<file path="src/rtl/uart_pkg.sv">
// uart_pkg: shared constants and FSM state types for the UART; UART_PARITY_EN adds the even-parity bit.
package uart_pkg;

    localparam int DATA_BITS = 8;

`ifdef UART_PARITY_EN
    localparam bit PARITY_EN = 1'b1;
`else
    localparam bit PARITY_EN = 1'b0;
`endif

    typedef enum logic [2:0] {
        TX_IDLE,
        TX_START,
        TX_DATA,
        TX_PARITY,
        TX_STOP
    } tx_state_t;

    typedef enum logic [2:0] {
        RX_IDLE,
        RX_START,
        RX_DATA,
        RX_PARITY,
        RX_STOP,
        RX_WAIT
    } rx_state_t;

endpackage

</file>
<file path="src/rtl/uart_rx_unit.sv">
// uart_rx_unit: rx synchroniser and receive FSM; parity checked only when UART_PARITY_EN is defined.
module uart_rx_unit
    import uart_pkg::*;
#(
    parameter int CLKS_PER_BIT = 4
) (
    input  logic                 clk,
    input  logic                 rst,
    input  logic                 rx_i,
    output logic                 valid_o,
    output logic [DATA_BITS-1:0] data_o,
    output logic                 perr_o
);

    localparam int CW = $clog2(CLKS_PER_BIT);
    localparam int IW = $clog2(DATA_BITS);
    localparam logic [CW-1:0] LAST = CW'(CLKS_PER_BIT - 1);
    localparam logic [CW-1:0] HALF = CW'(CLKS_PER_BIT / 2 - 1);
    localparam logic [IW-1:0] IDX_LAST = IW'(DATA_BITS - 1);

    logic [1:0]           sync_q;
    logic                 rx_s;
    rx_state_t            state_q, state_d;
    logic [CW-1:0]        cnt_q, cnt_d;
    logic [IW-1:0]        idx_q, idx_d;
    logic [DATA_BITS-1:0] shift_q, shift_d;
    logic [DATA_BITS-1:0] data_q, data_d;
    logic                 par_q, par_d;
    logic                 valid_q, valid_d;
    logic                 perr_q, perr_d;

    assign rx_s    = sync_q[1];
    assign valid_o = valid_q;
    assign data_o  = data_q;
    assign perr_o  = perr_q;

    // two-flop synchroniser; resets to the idle-high line level
    always_ff @(posedge clk or posedge rst) begin
        if (rst) sync_q <= 2'b11;
        else     sync_q <= {sync_q[0], rx_i};
    end

    // state and datapath registers
    always_ff @(posedge clk or posedge rst) begin
        if (rst) begin
            state_q <= RX_IDLE;
            cnt_q   <= '0;
            idx_q   <= '0;
            shift_q <= '0;
            data_q  <= '0;
            par_q   <= 1'b0;
            valid_q <= 1'b0;
            perr_q  <= 1'b0;
        end else begin
            state_q <= state_d;
            cnt_q   <= cnt_d;
            idx_q   <= idx_d;
            shift_q <= shift_d;
            data_q  <= data_d;
            par_q   <= par_d;
            valid_q <= valid_d;
            perr_q  <= perr_d;
        end
    end

    // bit timing: confirm start at half a bit, then sample every full bit from that mid-point
    always_comb begin
        state_d = state_q;
        cnt_d   = cnt_q + CW'(1);
        idx_d   = idx_q;
        shift_d = shift_q;
        data_d  = data_q;
        par_d   = par_q;
        valid_d = 1'b0;
        perr_d  = perr_q;
        case (state_q)
            RX_IDLE: begin
                cnt_d = '0;
                if (!rx_s) state_d = RX_START;
            end
            RX_START: if (cnt_q == HALF) begin
                cnt_d   = '0;
                idx_d   = '0;
                state_d = rx_s ? RX_IDLE : RX_DATA;
            end
            RX_DATA: if (cnt_q == LAST) begin
                cnt_d   = '0;
                shift_d = {rx_s, shift_q[DATA_BITS-1:1]};
                idx_d   = idx_q + IW'(1);
                if (idx_q == IDX_LAST) state_d = PARITY_EN ? RX_PARITY : RX_STOP;
            end
            RX_PARITY: if (cnt_q == LAST) begin
                cnt_d   = '0;
                par_d   = rx_s;
                state_d = RX_STOP;
            end
            RX_STOP: if (cnt_q == LAST) begin
                cnt_d = '0;
                if (rx_s) begin
                    valid_d = 1'b1;
                    data_d  = shift_q;
                    perr_d  = PARITY_EN & (par_q != ^shift_q);
                    state_d = RX_IDLE;
                end else begin
                    state_d = RX_WAIT;
                end
            end
            RX_WAIT: begin
                cnt_d = '0;
                if (rx_s) state_d = RX_IDLE;
            end
            default: state_d = RX_IDLE;
        endcase
    end

endmodule

</file>
<file path="src/rtl/uart_transceiver.sv">
// uart_transceiver: full-duplex UART, inline TX FSM plus uart_rx_unit; UART_PARITY_EN selects 8E1, else 8N1.
module uart_transceiver
    import uart_pkg::*;
#(
    parameter int BIT_RATE = 115200,
    parameter int CLK_FREQ = 500_000
) (
    input  logic       clk,
    input  logic       rst,
    input  logic       rx,
    output logic       tx,
    input  logic       uart_tx_en,
    input  logic [7:0] uart_tx_data,
    output logic       uart_tx_busy,
    output logic       uart_rx_valid,
    output logic [7:0] uart_rx_data,
    output logic       parity_error
);

    localparam int CLKS_PER_BIT = CLK_FREQ / BIT_RATE;
    localparam int CW = $clog2(CLKS_PER_BIT);
    localparam int IW = $clog2(DATA_BITS);
    localparam logic [CW-1:0] LAST = CW'(CLKS_PER_BIT - 1);
    localparam logic [IW-1:0] IDX_LAST = IW'(DATA_BITS - 1);

    tx_state_t            state_q, state_d;
    logic [CW-1:0]        cnt_q, cnt_d;
    logic [IW-1:0]        idx_q, idx_d;
    logic [DATA_BITS-1:0] data_q, data_d;
    logic                 tx_q, tx_d;
    logic                 busy_q, busy_d;

    assign tx           = tx_q;
    assign uart_tx_busy = busy_q;

    // transmit registers; tx and busy are registered so the pin never glitches
    always_ff @(posedge clk or posedge rst) begin
        if (rst) begin
            state_q <= TX_IDLE;
            cnt_q   <= '0;
            idx_q   <= '0;
            data_q  <= '0;
            tx_q    <= 1'b1;
            busy_q  <= 1'b0;
        end else begin
            state_q <= state_d;
            cnt_q   <= cnt_d;
            idx_q   <= idx_d;
            data_q  <= data_d;
            tx_q    <= tx_d;
            busy_q  <= busy_d;
        end
    end

    // frame sequencing; requests outside IDLE are dropped, and tx/busy follow the next state
    always_comb begin
        state_d = state_q;
        cnt_d   = '0;
        idx_d   = idx_q;
        data_d  = data_q;
        case (state_q)
            TX_IDLE: if (uart_tx_en) begin
                state_d = TX_START;
                data_d  = uart_tx_data;
            end
            TX_START: if (cnt_q == LAST) begin
                state_d = TX_DATA;
                idx_d   = '0;
            end
            TX_DATA: if (cnt_q == LAST) begin
                idx_d = idx_q + IW'(1);
                if (idx_q == IDX_LAST) state_d = PARITY_EN ? TX_PARITY : TX_STOP;
            end
            TX_PARITY: if (cnt_q == LAST) state_d = TX_STOP;
            TX_STOP:   if (cnt_q == LAST) state_d = TX_IDLE;
            default:   state_d = TX_IDLE;
        endcase
        if (state_q != TX_IDLE) cnt_d = (cnt_q == LAST) ? '0 : cnt_q + CW'(1);
        busy_d = state_d != TX_IDLE;
        tx_d   = (state_d == TX_START)  ? 1'b0 :
                 (state_d == TX_DATA)   ? data_d[idx_d] :
                 (state_d == TX_PARITY) ? ^data_d : 1'b1;
    end

    uart_rx_unit #(
        .CLKS_PER_BIT(CLKS_PER_BIT)
    ) u_rx (
        .clk    (clk),
        .rst    (rst),
        .rx_i   (rx),
        .valid_o(uart_rx_valid),
        .data_o (uart_rx_data),
        .perr_o (parity_error)
    );

endmodule

</file>
<file path="config.mk">
export PLATFORM = sky130hd
export DESIGN_NAME = uart_transceiver
export DESIGN_NICKNAME = d
export VERILOG_FILES = /design/src/rtl/uart_pkg.sv /design/src/rtl/uart_rx_unit.sv /design/src/rtl/uart_transceiver.sv
export SDC_FILE = /design/constraint.sdc
export NUM_CORES = 1
export LEC_CHECK = 0
export CAP_MARGIN = 0
export CORE_MARGIN = 2
export CORE_UTILIZATION = 35
export DETAILED_ROUTE_END_ITERATION = 8
export SYNTH_ARGS = -nofsm -noshare
export SYNTH_HDL_FRONTEND = slang
export SYNTH_SLANG_ARGS = --single-unit
</file>
<file path="constraint.sdc">
create_clock -name clk -period 2.1 [get_ports clk]
set_clock_uncertainty 0.05 [all_clocks]
set_input_delay 0.42 -clock clk [delete_from_list [all_inputs] [get_ports clk]]
set_output_delay 0.42 -clock clk [all_outputs]
set_load 0.1 [all_outputs]
</file>
==> summary.md, run 1 <==
| Metric | Value |
|---|---|
| Slowest stage cell, crit path | dfrtp_1 |
| Std-Cell Rows | 29 |
| Netlist Area Pre-Place | 2260 µm² |
| Tmin final | 1970 ps |
| Layout cells sized above 1 | 27.4% |
| Crit path kind | register to register |
| Logic pwr share | 46.8% |
| Synth Warn # | 0 |
| DR vias/cell | 4.81 |
| Num Clock Sinks | 45 |
| Nets@finish | 257 |
| Flop pwr share | 35.9% |
| Worst Hold Class | register to register |
| Hold_ws | 308 ps |
| RSZ-0062 raised after global routing | no |
| FMAX | 0.508 GHz |
| DR iter-0 viols | 58 |
| Crit path DAT | 2140 ps |
| DR WL/cell | 12.6 µm |
| CORE AREA | 6310 µm² |
| Max-Cap Viols | 0 |
| Compound-cell area share of the yosys netlist | 8.40% |
| Share of the synthesized area in the top cell type | 46.4% |
| Area delta synth->final | 21.8% |
| Mux cell area share after synthesis | 14.7% |
| CP cell instances | ha_2 > inv_2 > ha_1 > a22oi_1 > o22a_2 > mux2i_1 > or3_1 > a41oi_2 |
| Num CTS Buffers | 5 |
| Syn_area_per_cell | 11.3 µm² |
| Vias in the first global route | 1491 |
| Clock power share | 17.2% |
| Height of the die | 84.4 µm |
| Sequential Area | 1130 µm² |
| DR DRC count | 0 |
| Multi-input gate area | 1050 µm² |
| Switch Pwr | 1.43 mW |
| Initial Utilization | 35.9% |
| Cts hold-fix bufs | 0 |
| Congestion Overflow GR | 0 |
| Die Area | 7130 µm² |
| Finished layout cell area | 2760 µm² |
| Initial antenna violation count | 0 |
| Cell taking the most area after synthesis | dfrtp_1 |
| Final count of negative-setup-slack endpoints | 0 |
| VDD IR max | 0.000951 V |
| Syn Inst Count | 201 |
| Post-synthesis sequential area ratio | 49.9% |
| Clock Latency Late Sink | 290 ps |
| Crit start category | register |
| I/O Buffers | 22 |
| XOR/XNOR Fraction of Synth Area | 5.80% |
| Router iterations before antenna repair | 4 |
| Clock-pin transition on the worst setup and hold timing paths | 90 ps |
| Reg-to-reg critical path startpoint | cnt_q[0] |
| CP top delay family | compound AO/OA/AOI/OAI gates |
| Post-layout util | 43.7% |
| Area share of and/or/nand/nor cells after synthesis | 12.1% |
| Antenna-violating nets left | 0 |
| WL final | 3970 µm |
| Outcome | finished clean |
| Buf/Inv on CP | 1 |
| DR vias | 1509 |
| Net count after synthesis | 222 |
| Tcrit/Tclk final | 93.7% |
| Async S/R FF share, synth | 100% |
| H-tree lvl count | 2 |
| Pwr/cell area | 1380 nW/µm² |
| Yosys cell types | 37 |
| Total power | 3.81 mW |
| Slew Limit Fails | 0 |
| Die W | 84.4 µm |
| Most numerous cell in the Yosys netlist | dfrtp_1 |
| Pleak | 1.24 nW |
| Total track usage | 11.9% |
| Switch share | 37.5% |
| Synthesized flop and latch total | 45 |
| Most area-consuming cells after synthesis | dfrtp_1 46%, mux2_2 10%, xnor2_1 5.8%, ha_1 5.0%, dfstp_2 3.5% |
| Antenna Cells | 0 |
| Clock tree buffer depth | 2 |
| Post-synth EDFFs | 0 |
| Number of I/O pins | 24 |
| Worst Setup End Kind | register |
| CTS tree | yes |
| Crit-path max FO | 5 |
| WP data required | 2270 ps |
| Largest family of logic cells by synthesized area | multiplexers |
| FILL cells | 602 |
| Synth cell count leaders | 42 x dfrtp_1, 20 x mux2_2, 15 x xnor2_1, 13 x nor2_1, 12 x nand2_1 |
| Detailed Place HPWL | 2920 µm |
| Internal power | 2.38 mW |
| Routability cong. | 0.793 |
| Final hold vios | 0 |
| Largest net degree at the start of global routing | 25 |
| Main synth FF type | dfrtp_1 |
| First-pass GRT wire length | 6930 µm |
| Synth Area in Adders | 4.98% |
| Hold Crit Start | u_rx.sync_q[0] |
| Clk root buf | clkbuf_8 |
| Worst setup startpoint | cnt_q[0] |
| DP Area | 2620 µm² |
| Crit-path max cell delay | 390 ps |
[per-stage QoR]
| step | instances | setup TNS (ps) | setup WS, ps |
|---|---|---|---|
| floorplan | 201 | 0 | 21.3 |
| global placement | 304 | -156 | -156 |
| detailed placement | 304 | -166 | -166 |
| CTS | 312 | 0 | 12.6 |
| global route | 314 | 0 | 20.3 |
| finish | 314 | 0 | 133 |
[worst register-to-register path: cells and delay by family, from the launching register on]
family	cells	cell delay (ps)
adder cells (fa/ha/maj)	2	410
flip-flops	1	390
AO/OA/AOI/OAI	3	580
buffers and inverters	1	60
multiplexers	1	90
AND/OR/NAND/NOR	1	320
[worst paths after layout]
check	slack, ps	endpoint	cells after the start
setup / recovery	130	tx	8
hold / removal	310	u_rx.sync_q[1]	0
setup reg to reg	130	tx	8
hold reg to reg	310	u_rx.sync_q[1]	0
max in group asynchronous	1280	tx	3
min in group asynchronous	410	u_rx.data_o[0]	3
[cells in the final DEF, fill, tap and decap left out, drive strengths merged, types with 5 or more instances in the layout]
cell type,instances
inv,8
dfrtp,42
a21oi,10
nand2,12
nand2b,5
mux2,26
clkdlybuf4s50,11
xnor2,15
o21ai,9
buf,28
nand3,5
clkbuf,6
nor3,6
ha,9
nor2,13
[layout make-up]
class / instances / share of cell area, %
Sequential cell: 45 / 41.0
Multi-Input combinational cell: 136 / 38.2
Timing Repair Buffer: 39 / 12.1
Tap cell: 77 / 3.50
Clock buffer: 6 / 2.63
Clock inverter: 2 / 1.41
Inverter: 9 / 1.23
[sequential cells by signal, indices dropped and copies added (netlist names)]
signal        count
u_rx.state_q      3
u_rx.data_o       8
state_q           3
u_rx.idx_q        3
u_rx.valid_o      1
u_rx.cnt_q        2
data_q            8
tx                1
cnt_q             2
u_rx.shift_q      8
uart_tx_busy      1
idx_q             3
u_rx.sync_q       2
[repair_timing]
| action | in CTS | in global routing |
|---|---|---|
| setup endpoints to repair | 1 | 1 |
| buffers inserted | 0 | 2 |
| pin swaps | 0 | 2 |
| gates resized for setup | 1 | 3 |
[power by group through the flow]
stage | logic [mW] | clock network [mW] | registers, mW
floorplan | 1.30 | 0 | 1.40
global placement | 1.72 | 0 | 1.38
detailed placement | 1.73 | 0 | 1.38
CTS | 1.74 | 0.680 | 1.37
global route | 2.00 | 0.712 | 1.41
finish | 1.78 | 0.656 | 1.37
[layer usage]
| layer | vias up | wire [µm] | track usage (%) |
|---|---|---|---|
| li1 | 761 | - | - |
| met1 | 722 | 1950 | 17.0 |
| met2 | 19 | 1850 | 18.3 |
| met3 | 7 | 117 | 2.46 |
| met4 | 0 | 54 | 3.90 |
| met5 | - | 0 | 0 |
[cells by family (layout without fill, tap and decap cells)]
kind of cell | after synthesis | count (layout)
adders and majority gates | 9 | 9
buffers and inverters | 20 | 56
xor gates and xnor gates | 15 | 15
AOI/OAI and AO/OA | 30 | 30
muxes | 30 | 30
DFF | 45 | 45
and+or+nand+nor | 51 | 51
other | 1 | 1
No activity file was read; power rests on OpenSTA's default activity.
==> inputs of run 2 (changes only) <==
--- a/config.mk
+++ b/config.mk
@@ -9,6 +9,9 @@
 export CORE_MARGIN = 2
 export CORE_UTILIZATION = 35
 export DETAILED_ROUTE_END_ITERATION = 8
+export GPL_TIMING_DRIVEN = 0
+export SKIP_LAST_GASP = 1
 export SYNTH_ARGS = -nofsm -noshare
 export SYNTH_HDL_FRONTEND = slang
 export SYNTH_SLANG_ARGS = --single-unit
+export TNS_END_PERCENT = 5
==> run 2 against run 1 <==
The flow now finishes with violations (setup timing). Flip-flop and latch count unchanged. Count of clock-buffer cells in the layout decreased by 1. Final cell count is 0.96% lower. Clock power shrank 16%. Worst hold slack better by 3.0 ps. Setup slack got worse by 290 ps. Power is 5.9% lower.
==> summary.md, run 2 (same netlist as run 1, synthesis figures left out) <==
| Metric | Value |
|---|---|
| FILL cells | 634 (+5.3%) |
| CTS tree | yes |
| Antenna Cells | 0 (unchanged) |
| Crit path kind | register to output pin |
| Height of the die | 84.4 µm (unchanged) |
| Num CTS Buffers | 5 (unchanged) |
| CP top delay family | buffers and inverters |
| Logic pwr share | 48.8% (+2.0 points) |
| H-tree lvl count | 2 (unchanged) |
| Placed cells | 301 (-0.99%) |
| Routability cong. | 0.819 (+3.3%) |
| Largest net degree at the start of global routing | 35 (+40%) |
| Buf/Inv on CP | 1 (unchanged) |
| Setup ws final | -161 ps (-294 ps) |
| Final hold vios | 0 (unchanged) |
| Clock power share | 15.4% (-1.8 points) |
| Num Clock Sinks | 45 (unchanged) |
| Slowest stage cell, crit path | clkdlybuf4s50_1 |
| Post-Layout Cell Count | 311 (-0.96%) |
| Hold Crit Start | u_rx.sync_q[0] |
| DR vias | 1499 (-0.66%) |
| Worst Hold Class | register to register |
| Pwr/cell area | 1320 nW/µm² (-4.3%) |
| Router iterations before antenna repair | 4 (unchanged) |
| CP cell instances | clkdlybuf4s50_1 |
| DR vias/cell | 4.82 (+0.30%) |
| WL final | 3820 µm (-3.8%) |
| Worst relative slew slack | 35.1% |
| Final count of negative-setup-slack endpoints | 10 (+10) |
| Layout cells sized above 1 | 18.4% (-9.1 points) |
| Worst setup startpoint | u_rx.data_o[4] |
| Die Area | 7130 µm² (unchanged) |
| FMAX | 0.442 GHz (-13%) |
| Switch share | 39.7% (+2.2 points) |
| Crit-path max cell delay | 1130 ps (+740 ps) |
| DR iter-0 viols | 30 (-48%) |
| Cts hold-fix bufs | 0 (unchanged) |
| Std-Cell Rows | 29 (unchanged) |
| VDD IR max | 0.000781 V (-18%) |
| Clock tree buffer depth | 2 (unchanged) |
| Initial Utilization | 35.9% (unchanged) |
| DR DRC count | 0 (unchanged) |
| Tcrit/Tclk final | 108% (+14 points) |
| Internal power | 2.16 mW (-9.2%) |
| Outcome | complete, but fails checks |
| Number of I/O pins | 24 (unchanged) |
| WP data required | 1630 ps (-640 ps) |
| Tmin final | 2260 ps (+294 ps) |
| Clock Latency Late Sink | 300 ps (about the same) |
| Clock-pin transition on the worst setup and hold timing paths | 90 ps (about the same) |
| Vias in the first global route | 1466 (-1.7%) |
| Worst slew pin tran | 970 ps |
| Congestion Overflow GR | 0 (unchanged) |
| Crit path DAT | 1790 ps (-350 ps) |
| RSZ-0062 raised after global routing | yes |
| Die W | 84.4 µm (unchanged) |
| Hold_ws | 311 ps (+2.98 ps) |
| Detailed Place HPWL | 2780 µm (-4.6%) |
| Initial antenna violation count | 0 (unchanged) |
| Commonest non-fill, non-tap cell in the layout | dfrtp_1 |
| Crit start category | register |
| Crit-path max FO | 2 (-3) |
| Worst Setup End Kind | output pin |
| CORE AREA | 6310 µm² (unchanged) |
| Nets@finish | 254 (-1.2%) |
| Flop pwr share | 35.8% (about the same) |
| Slew Limit Fails | 0 (unchanged) |
| Clk root buf | clkbuf_8 |
| Area delta synth->final | 19.8% |
| Failing checks | setup timing |
| First-pass GRT wire length | 6600 µm (-4.8%) |
| Antenna-violating nets left | 0 (unchanged) |
| I/O Buffers | 22 (unchanged) |
| Max-Cap Viols | 0 (unchanged) |
| Pleak | 1.19 nW (-3.7%) |
| Commonest non-fill, non-tap cells in the layout | 42 x dfrtp_1, 20 x mux2_2, 19 x clkdlybuf4s50_1 |
| DR WL/cell | 12.3 µm (-2.9%) |
| Total track usage | 11.4% (-0.53 points) |
| Switch Pwr | 1.42 mW (-0.47%) |
| Reg-to-reg critical path startpoint | cnt_q[0] |
## run 2: cell types whose count changed in the layout (fill, tap and decap cells not counted), sizes merged
cell	previous run	this run
clkdlybuf4s50	11	19
buf	28	7
inv	8	10
bufinv	1	0
dlygate4sd2	0	2
dlymetal6s2s	0	1
clkinvlp	0	1
clkinv	2	1
clkbuf	6	12
## run 2: repair_timing
action / 4_1_cts / 5_1_grt
endpoints found under the setup margin: 12 / 16
setup buffers: 0 / 2
gates resized for setup: 2 / 2
## run 2: power groups by stage
stage	registers (mW)	logic, mW	clock network, mW
global placement	1.29	1.74	0
floorplan	1.40	1.30	0
detailed placement	1.30	1.76	0
CTS	1.28	1.76	0.578
finish	1.28	1.75	0.552
global route	1.32	1.96	0.611
## run 2: worst paths after layout
| check | end | slack [ps] | cells past startpoint |
|---|---|---|---|
| max in group asynchronous | u_rx.sync_q[0] | 1160 | 3 |
| min in group asynchronous | uart_tx_busy | 320 | 2 |
| worst max-delay path | uart_rx_data[4] | -160 | 1 |
| worst max register to register | tx | -110 | 10 |
| worst min register to register | u_rx.sync_q[1] | 310 | 0 |
| worst min-delay path | u_rx.sync_q[1] | 310 | 0 |
## run 2: final cells by class
class,count,area [µm²],share of cell area [%]
timing repair buffer,25,255,9.41
buffer,11,57.6,2.12
clock inverter,3,25.0,0.923
sequential,45,1130,41.7
multi-input combinational,136,1040,38.5
tap,77,96.3,3.55
inverter,9,33.8,1.25
clock buffer,5,68.8,2.54
## run 2: metal layers
layer	global-route usage [%]	share of wire, %	vias up
met5	0	0	-
met4	3.03	1.0	0
met3	3.05	3.0	6
met2	19.0	47	17
met1	14.8	49	725
li1	-	-	751
## run 2: per-stage QoR
stage               worst slack (ps)  power [mW]  TNS, ps  util [%]  area (µm²)
floorplan                       21.3        2.70        0         -        2270
global placement                -467        3.03   -16240      40.9        2580
detailed placement              -462        3.06     -462      41.2        2600
CTS                             -186        3.63    -1710      42.7        2690
global route                    -210        3.89    -1860      42.9        2710
finish                          -161        3.58    -1300      42.9        2710
